**config.mk**
```make
export PLATFORM = sky130hd
export DESIGN_NAME = m1_rst_ctrl
export DESIGN_NICKNAME = d
export VERILOG_FILES = /design/src/rtl/m1_rst_pkg.sv /design/src/rtl/m1_rst_ctrl_rst_sync.sv /design/src/rtl/m1_rst_ctrl.sv
export SDC_FILE = /design/constraint.sdc
export NUM_CORES = 1
export LEC_CHECK = 0
export CAP_MARGIN = 20
export CORE_UTILIZATION = 30
export DETAILED_ROUTE_END_ITERATION = 12
export PLACE_DENSITY = 0.57
export SLEW_MARGIN = 20
export SYNTH_ARGS = -nofsm -noshare
export SYNTH_HDL_FRONTEND = slang
export SYNTH_SLANG_ARGS = --single-unit
```
**constraint.sdc**
```tcl
create_clock -name HCLK -period 0.9 [get_ports HCLK]
set_clock_uncertainty 0.05 [all_clocks]
set_input_delay 0.135 -clock HCLK [delete_from_list [all_inputs] [get_ports HCLK]]
set_output_delay 0.135 -clock HCLK [all_outputs]
set_load 0.005 [all_outputs]
```
**src/rtl/m1_rst_pkg.sv**
```systemverilog
// Shared definitions for the Cortex-M1 reset controller: cause codes,
// FSM state encoding and the lockup counter width.
package m1_rst_pkg;

  typedef enum logic [1:0] {
    CAUSE_POR    = 2'd0,
    CAUSE_SW     = 2'd1,
    CAUSE_LOCKUP = 2'd2
  } cause_e;

  typedef enum logic {
    ST_ASSERT = 1'b0,
    ST_RUN    = 1'b1
  } state_e;

  localparam int LOCKUP_CNT_W = 16;

endpackage

```
**src/rtl/m1_rst_ctrl_rst_sync.sv**
```systemverilog
// Two-flop reset synchronizer: asynchronous assertion, deassertion on the
// second rising clock edge after arst_n is released.
module rst_sync (
  input  logic clk,
  input  logic arst_n,
  output logic sync_rstn
);

  logic [1:0] sync_r;

  // Shift a constant one through two flops once reset is released
  always_ff @(posedge clk or negedge arst_n) begin
    if (!arst_n) begin
      sync_r <= 2'b00;
    end else begin
      sync_r <= {sync_r[0], 1'b1};
    end
  end

  assign sync_rstn = sync_r[1];

endmodule

```
**src/rtl/m1_rst_ctrl.sv**
```systemverilog
// Reset controller for the Cortex-M1 core: POR, software and (optionally)
// lockup resets. Lockup auto-reset is built only with M1_RST_LOCKUP_AUTO_EN.
module m1_rst_ctrl
  import m1_rst_pkg::*;
#(
  parameter int HOLD_CYCLES   = 16,
  parameter int LOCKUP_FILTER = 256
) (
  input  logic       HCLK,
  input  logic       hwRstn,
  input  logic       LOCKUP,
  input  logic       HALTED,
  input  logic       sw_rst_req,
  output logic       core_rstn,
  output logic [1:0] rst_cause,
  output logic [7:0] rst_count
);

  localparam logic [7:0] HOLD_LAST = 8'(HOLD_CYCLES - 1);

  logic       sync_rstn;
  state_e     state_r;
  state_e     state_nxt;
  logic [7:0] hold_cnt_r;
  logic [7:0] hold_cnt_nxt;
  cause_e     cause_r;
  logic [7:0] count_r;
  logic       core_rstn_r;
  logic       sw_fire_s;
  logic       lock_fire_s;

  rst_sync u_rst_sync (
    .clk       (HCLK),
    .arst_n    (hwRstn),
    .sync_rstn (sync_rstn)
  );

  assign sw_fire_s = (state_r == ST_RUN) && sw_rst_req;

`ifdef M1_RST_LOCKUP_AUTO_EN
  localparam logic [LOCKUP_CNT_W-1:0] LOCK_LAST = LOCKUP_CNT_W'(LOCKUP_FILTER - 1);

  logic [LOCKUP_CNT_W-1:0] lock_cnt_r;

  assign lock_fire_s = (state_r == ST_RUN) && LOCKUP && !HALTED && (lock_cnt_r == LOCK_LAST);

  // Lockup filter: counts unhalted lockup cycles, frozen while halted
  always_ff @(posedge HCLK or negedge sync_rstn) begin
    if (!sync_rstn) begin
      lock_cnt_r <= '0;
    end else if ((state_r != ST_RUN) || sw_fire_s || lock_fire_s || !LOCKUP) begin
      lock_cnt_r <= '0;
    end else if (HALTED) begin
      lock_cnt_r <= lock_cnt_r;
    end else begin
      lock_cnt_r <= lock_cnt_r + 16'd1;
    end
  end
`else
  logic unused_lockup;
  assign unused_lockup = LOCKUP ^ HALTED ^ (LOCKUP_FILTER > 0);
  assign lock_fire_s   = 1'b0;
`endif

  // Next-state logic for the hold sequence
  always_comb begin
    state_nxt    = state_r;
    hold_cnt_nxt = hold_cnt_r;
    case (state_r)
      ST_ASSERT: begin
        if (hold_cnt_r == HOLD_LAST) begin
          state_nxt    = ST_RUN;
          hold_cnt_nxt = 8'd0;
        end else begin
          hold_cnt_nxt = hold_cnt_r + 8'd1;
        end
      end
      ST_RUN: begin
        if (sw_fire_s || lock_fire_s) begin
          state_nxt    = ST_ASSERT;
          hold_cnt_nxt = 8'd0;
        end else begin
          hold_cnt_nxt = 8'd0;
        end
      end
      default: begin
        state_nxt    = ST_ASSERT;
        hold_cnt_nxt = 8'd0;
      end
    endcase
  end

  // State, hold counter and the registered core reset
  always_ff @(posedge HCLK or negedge sync_rstn) begin
    if (!sync_rstn) begin
      state_r     <= ST_ASSERT;
      hold_cnt_r  <= 8'd0;
      core_rstn_r <= 1'b0;
    end else begin
      state_r     <= state_nxt;
      hold_cnt_r  <= hold_cnt_nxt;
      core_rstn_r <= (state_nxt == ST_RUN);
    end
  end

  // Cause and saturating count; software wins a tie with lockup
  always_ff @(posedge HCLK or negedge sync_rstn) begin
    if (!sync_rstn) begin
      cause_r <= CAUSE_POR;
      count_r <= 8'd0;
    end else begin
      if (sw_fire_s) begin
        cause_r <= CAUSE_SW;
      end else if (lock_fire_s) begin
        cause_r <= CAUSE_LOCKUP;
      end else begin
        cause_r <= cause_r;
      end
      if ((sw_fire_s || lock_fire_s) && (count_r != 8'hFF)) begin
        count_r <= count_r + 8'd1;
      end else begin
        count_r <= count_r;
      end
    end
  end

  assign core_rstn = core_rstn_r;
  assign rst_cause = cause_r;
  assign rst_count = count_r;

endmodule

```
-- After elaboration in Yosys (flattened, before gate mapping)
Index checks and enable logic that the tools add are counted.
- register bits: 20
- output and inout port bits: 11
- input bits: 5
- bitwise gates (word level): 1
- eq/ne operators: 2
- mux-type cells: 5
- add/subtract/negate cells: 2
- reduce and logical (&&, ||, !) cells: 2
- operator list (kind ; number):
    adder 8 x 1 -> 8 bit, second input constant ; 2
    case mux 8 bit (2 select lines) ; 1
    equality test 8 x 4 -> 1 bit, second input constant ; 1
    2-to-1 mux 8 bit ; 1
    inequality test 8 bit, second input constant ; 1
    logical AND 1 bit ; 2
    2-to-1 mux 1 bit ; 2
    case mux 1 bit (2 select lines) ; 1
    inverter 1 bit ; 1

-- Longest topological paths before layout
- word-level depth: 3
- gate-level depth with buffers: 5
- mapped depth without buffers: 5

-- Hierarchy
From an unflattened synthesis, not the netlist that was laid out.
- cell total of the unflattened synthesis: 85
- area, all modules: 925.9 sq um
- modules (own cells, without submodules) (module ; area each (sq um) ; times used ; seq. area each (sq um) ; cells each):
    m1_rst_ctrl ; 872.1 ; 1 ; 450.4 ; 82
    rst_sync ; 53.8 ; 1 ; 50.0 ; 3

-- Worst setup path after synthesis
No wires, ideal clock.
- kind: reg2reg
- from: reg count_r[0], in the netlist rst_count[0]
- to: reg count_r[1], in the netlist rst_count[1]
- slack: -594 ps
- path buffers: 0
- cell stages (with the launch flop): 6
- library setup time: 127 ps
- data arrival time: 1316 ps
- cell sequence: dfrtp_1 > ha_1 > nand2_1 > nor3_2 > or2_1 > mux2_1
- word-level cells in the longest chain between the ends: 2
- elaborated cells between the ends (all ways): 3
- classes of those cells: add/sub (1); eq/ne (1); reduce/logical (1)
- ends and longest elaborated chain (what ; line ; source):
    start, declared ; m1_rst_ctrl.sv:27 ; logic [7:0] count_r;
    start signal, assigned ; m1_rst_ctrl.sv:120 ; count_r <= count_r + 8'd1;
    start signal, assigned ; m1_rst_ctrl.sv:122 ; count_r <= count_r;
    parallel branches: the longest is 2 deep, another holds adder 8 x 1 -> 8 bit ; n/a ;
Parallel ways; which one is timed is not known.
A chain may end at the register's enable or synchronous reset.

-- Worst setup path in the final report
- from: reg count_r[1], in the netlist rst_count[1]
- to: reg count_r[1], in the netlist rst_count[1]
Same word-level chain as after synthesis.

==> results.cfg <==
[floorplan]
coreArea_um2 = 2810
rows = 19
num_io_pins = 16
initial_utilization_pct = 32.5
dieArea_um2 = 3260
dieHeight_um = 57.1
dieWidth_um = 57.1

[cts]
clkTransAtPathRegs_ps = 110
numCtsBuffers = 3
clock_sinks = 20
clock_path_buffers = 2
insertion_delay_ps = 300
root_buffer = clkbuf_4
cts_tree = done
h-tree-depth = 1

[worst_setup_path]
cp_slowest_cell = dfrtp_1
crit_cells = 5
critPathBufInv = 0
arrival_ps = 1590
crit_required_ps = 1040
timing.rr.start = rst_count[1]$_DFFE_PN0P_
reg2reg_to = rst_count[1]$_DFFE_PN0P_
critPathMaxFanout = 2
max_stage_delay_ps = 410
crit_end = rst_count[1]$_DFFE_PN0P_
regToRegSetupSlack_ps = -540
cp-end-kind = register
start_kind = register
worstSetupStartpoint = rst_count[1]$_DFFE_PN0P_
critPathTopFamily = flip-flops
worstPathCellList = ha_2, nand2_2, nor3_4, or2_4, mux2_4
r2r_cells = 5
critical_path_class = reg -> reg

[power]
switchingPower_mw = 1.05
power_switching_share_pct = 32.5
seqPwrFrac_pct = 39.6
pwr-share-comb_pct = 47.4
p_leak_nw = 0.795
power.share.clock_pct = 13.1
peakVddDrop_uv = 1610
p_int_mw = 2.19
powerDensity_nw_per_um2 = 2020

[worst_hold_path]
hold_path.class = reg -> async

[routing]
vias = 843
drc = 0
via_per_inst = 4.84
wirelength_mm = 2.38
firstDrtPassIters = 4
drt_iter0_markers = 4
post_drt_wl_per_cell_um = 13.7
ant_nets = 0

[timing]
layout_min_cycle_time_ps = 1440
hold_viol = 0
setup_slack_ps = -542
rsz0062_at_grt = yes
period_share_pct = 160
slew_violations = 0
finalSetupTns_ps = -8800
finalSetupViolCount = 27
max_freq_mhz = 693

[synth]
avgSynthCellArea_um2 = 10.7
yosys.area.top_type = dfrtp_1
synth_edf_count = 0
synth_cell_types = 30
synth_top_area_share_pct = 54.9
syn_inst = 85
async_flop_share_pct = 100
synth-seq-cells = 20
synthesis.area_um2 = 911
ys.flop_type = dfrtp_1
synth-seq-area-share_pct = 54.9
syn_nets = 92
synth.area.top_cells = dfrtp_1 55%, a21oi_1 3.8%, mux2_2 3.7%
synth_warnings = 0

[final_layout]
stdcell_count = 174
num-fill-cells = 255
syn_to_final_growth_pct = 76.1
nets = 152
layout-drive-gt1-share_pct = 59.4
utilization_pct = 57.2
num_antenna_cells = 0

[outcome]
status = complete, but fails checks
violations = negative setup slack

[global_route]
grt_usage_pct = 15.8
antenna_found_initial = 0
grt_max_degree = 19
grt_overflow_total = 0
grt_pass1_wl_mm = 3.91
grt_pass1_vias = 902

[placement]
dp.cells = 154
place_congestion = 0.764
portBuffers = 12
dpl.hpwl_mm = 1.39

[flow_run]
drv_cap = 0
[layout by cell type, fill, tap and decap left out, types with 2 or more instances in the layout]
master / instances
inv_1: 3
nor2_1: 4
xor2_1: 3
or2_4: 2
a21oi_1: 4
xnor2_2: 2
clkdlybuf4s50_1: 2
nand2_1: 4
nand4_1: 3
clkbuf_2: 3
nor2_2: 2
dfrtp_1: 20
mux2_4: 2
clkbuf_4: 3
buf_6: 20
conb_1: 2
buf_4: 28
a21oi_2: 3
mux2_2: 2
nor3_2: 3
nand3_1: 2
buf_2: 2
[power by group through the flow]
stage / logic, mW / clock network, mW / registers, mW
2_1_floorplan: 0.462 / 0 / 1.31
3_3_place_gp: 1.09 / 0 / 1.25
3_5_place_dp: 1.13 / 0 / 1.25
4_1_cts: 1.42 / 0.434 / 1.23
5_1_grt: 1.66 / 0.483 / 1.31
6_report: 1.54 / 0.424 / 1.28
[through the flow]
step	setup slack [ps]	hold WS [ps]	power, mW	instance area [um2]
floorplan	-545	-211	1.77	927
global placement	-656	149	2.34	1280
detailed placement	-699	157	2.37	1280
CTS	-523	159	3.09	1510
global route	-575	194	3.45	1600
finish	-542	150	3.24	1600
[synth_stat cells (2+ instances only)]
| library cell | number |
|---|---|
| inv_1 | 3 |
| nor3_1 | 4 |
| a21oi_1 | 7 |
| mux2_2 | 3 |
| xnor2_1 | 3 |
| dfrtp_1 | 20 |
| or2_1 | 2 |
| nand3_1 | 2 |
| o21ai_0 | 2 |
| conb_1 | 2 |
| nor2_1 | 7 |
| nand2_1 | 6 |
| xor2_1 | 3 |
| ha_1 | 2 |
| nand4_1 | 3 |
| nor2b_1 | 2 |
[routing by layer]
layer / wire length (um) / vias up / GRT usage (%)
li1: - / 404 / -
met1: 955 / 420 / 18.1
met2: 1310 / 15 / 29.1
met3: 67 / 4 / 2.04
met4: 40 / 0 / 7.32
met5: 0 / - / 0
[cell families (layout without fill, tap and decap cells)]
| family | count (synthesis) | after routing | share of synthesized area, % |
|---|---|---|---|
| AOI/OAI and AO/OA | 10 | 10 | 5.63 |
| and+or+nand+nor | 36 | 36 | 22.7 |
| other | 2 | 2 | 0.824 |
| DFF | 20 | 20 | 54.9 |
| xor gates and xnor gates | 6 | 6 | 5.77 |
| buffers and inverters | 5 | 63 | 2.47 |
| muxes | 4 | 4 | 4.94 |
| adders and majority gates | 2 | 2 | 2.75 |
[cell type report]
class                   count  area [um2]  share of cell area (%)
flip-flops and latches     20         500                    31.2
well taps                  31        38.8                    2.42
clock buffers               3        22.5                    1.40
inverters                   3        11.3                   0.702
multi-input cells          60         526                    32.8
repair buffers             57         505                    31.5
[flip-flops by register name (all words and copies together) (netlist names)]
signal / cells
rst_count: 8
hold_cnt_r: 8
rst_cause: 1
u_rst_sync.sync_r: 2
core_rstn: 1
[timing repair]
action / CTS / global route
gates resized for setup: 54 / 33
pin swaps: 11 / 9
endpoints found under the setup margin: 27 / 28
endpoints found under the hold margin: 2 / 0
hold buffers: 1 / 0
setup buffers: 16 / 8
[worst min path at each step]
stage / cells past startpoint / start / slack, ps / to
4_1_cts: 1 / u_rst_sync.sync_r[1]$_DFF_PN0_ / 160 / hold_cnt_r[5]$_DFF_PN0_
6_report: 1 / u_rst_sync.sync_r[1]$_DFF_PN0_ / 150 / hold_cnt_r[5]$_DFF_PN0_
3_3_place_gp: 1 / u_rst_sync.sync_r[1]$_DFF_PN0_ / 150 / rst_count[4]$_DFFE_PN0P_
3_5_place_dp: 1 / u_rst_sync.sync_r[1]$_DFF_PN0_ / 160 / hold_cnt_r[5]$_DFF_PN0_
2_1_floorplan: 0 / hwRstn / -210 / u_rst_sync.sync_r[0]$_DFF_PN0_
5_1_grt: 1 / u_rst_sync.sync_r[1]$_DFF_PN0_ / 190 / rst_count[4]$_DFFE_PN0P_
No activity file was read; power rests on OpenSTA's default activity.
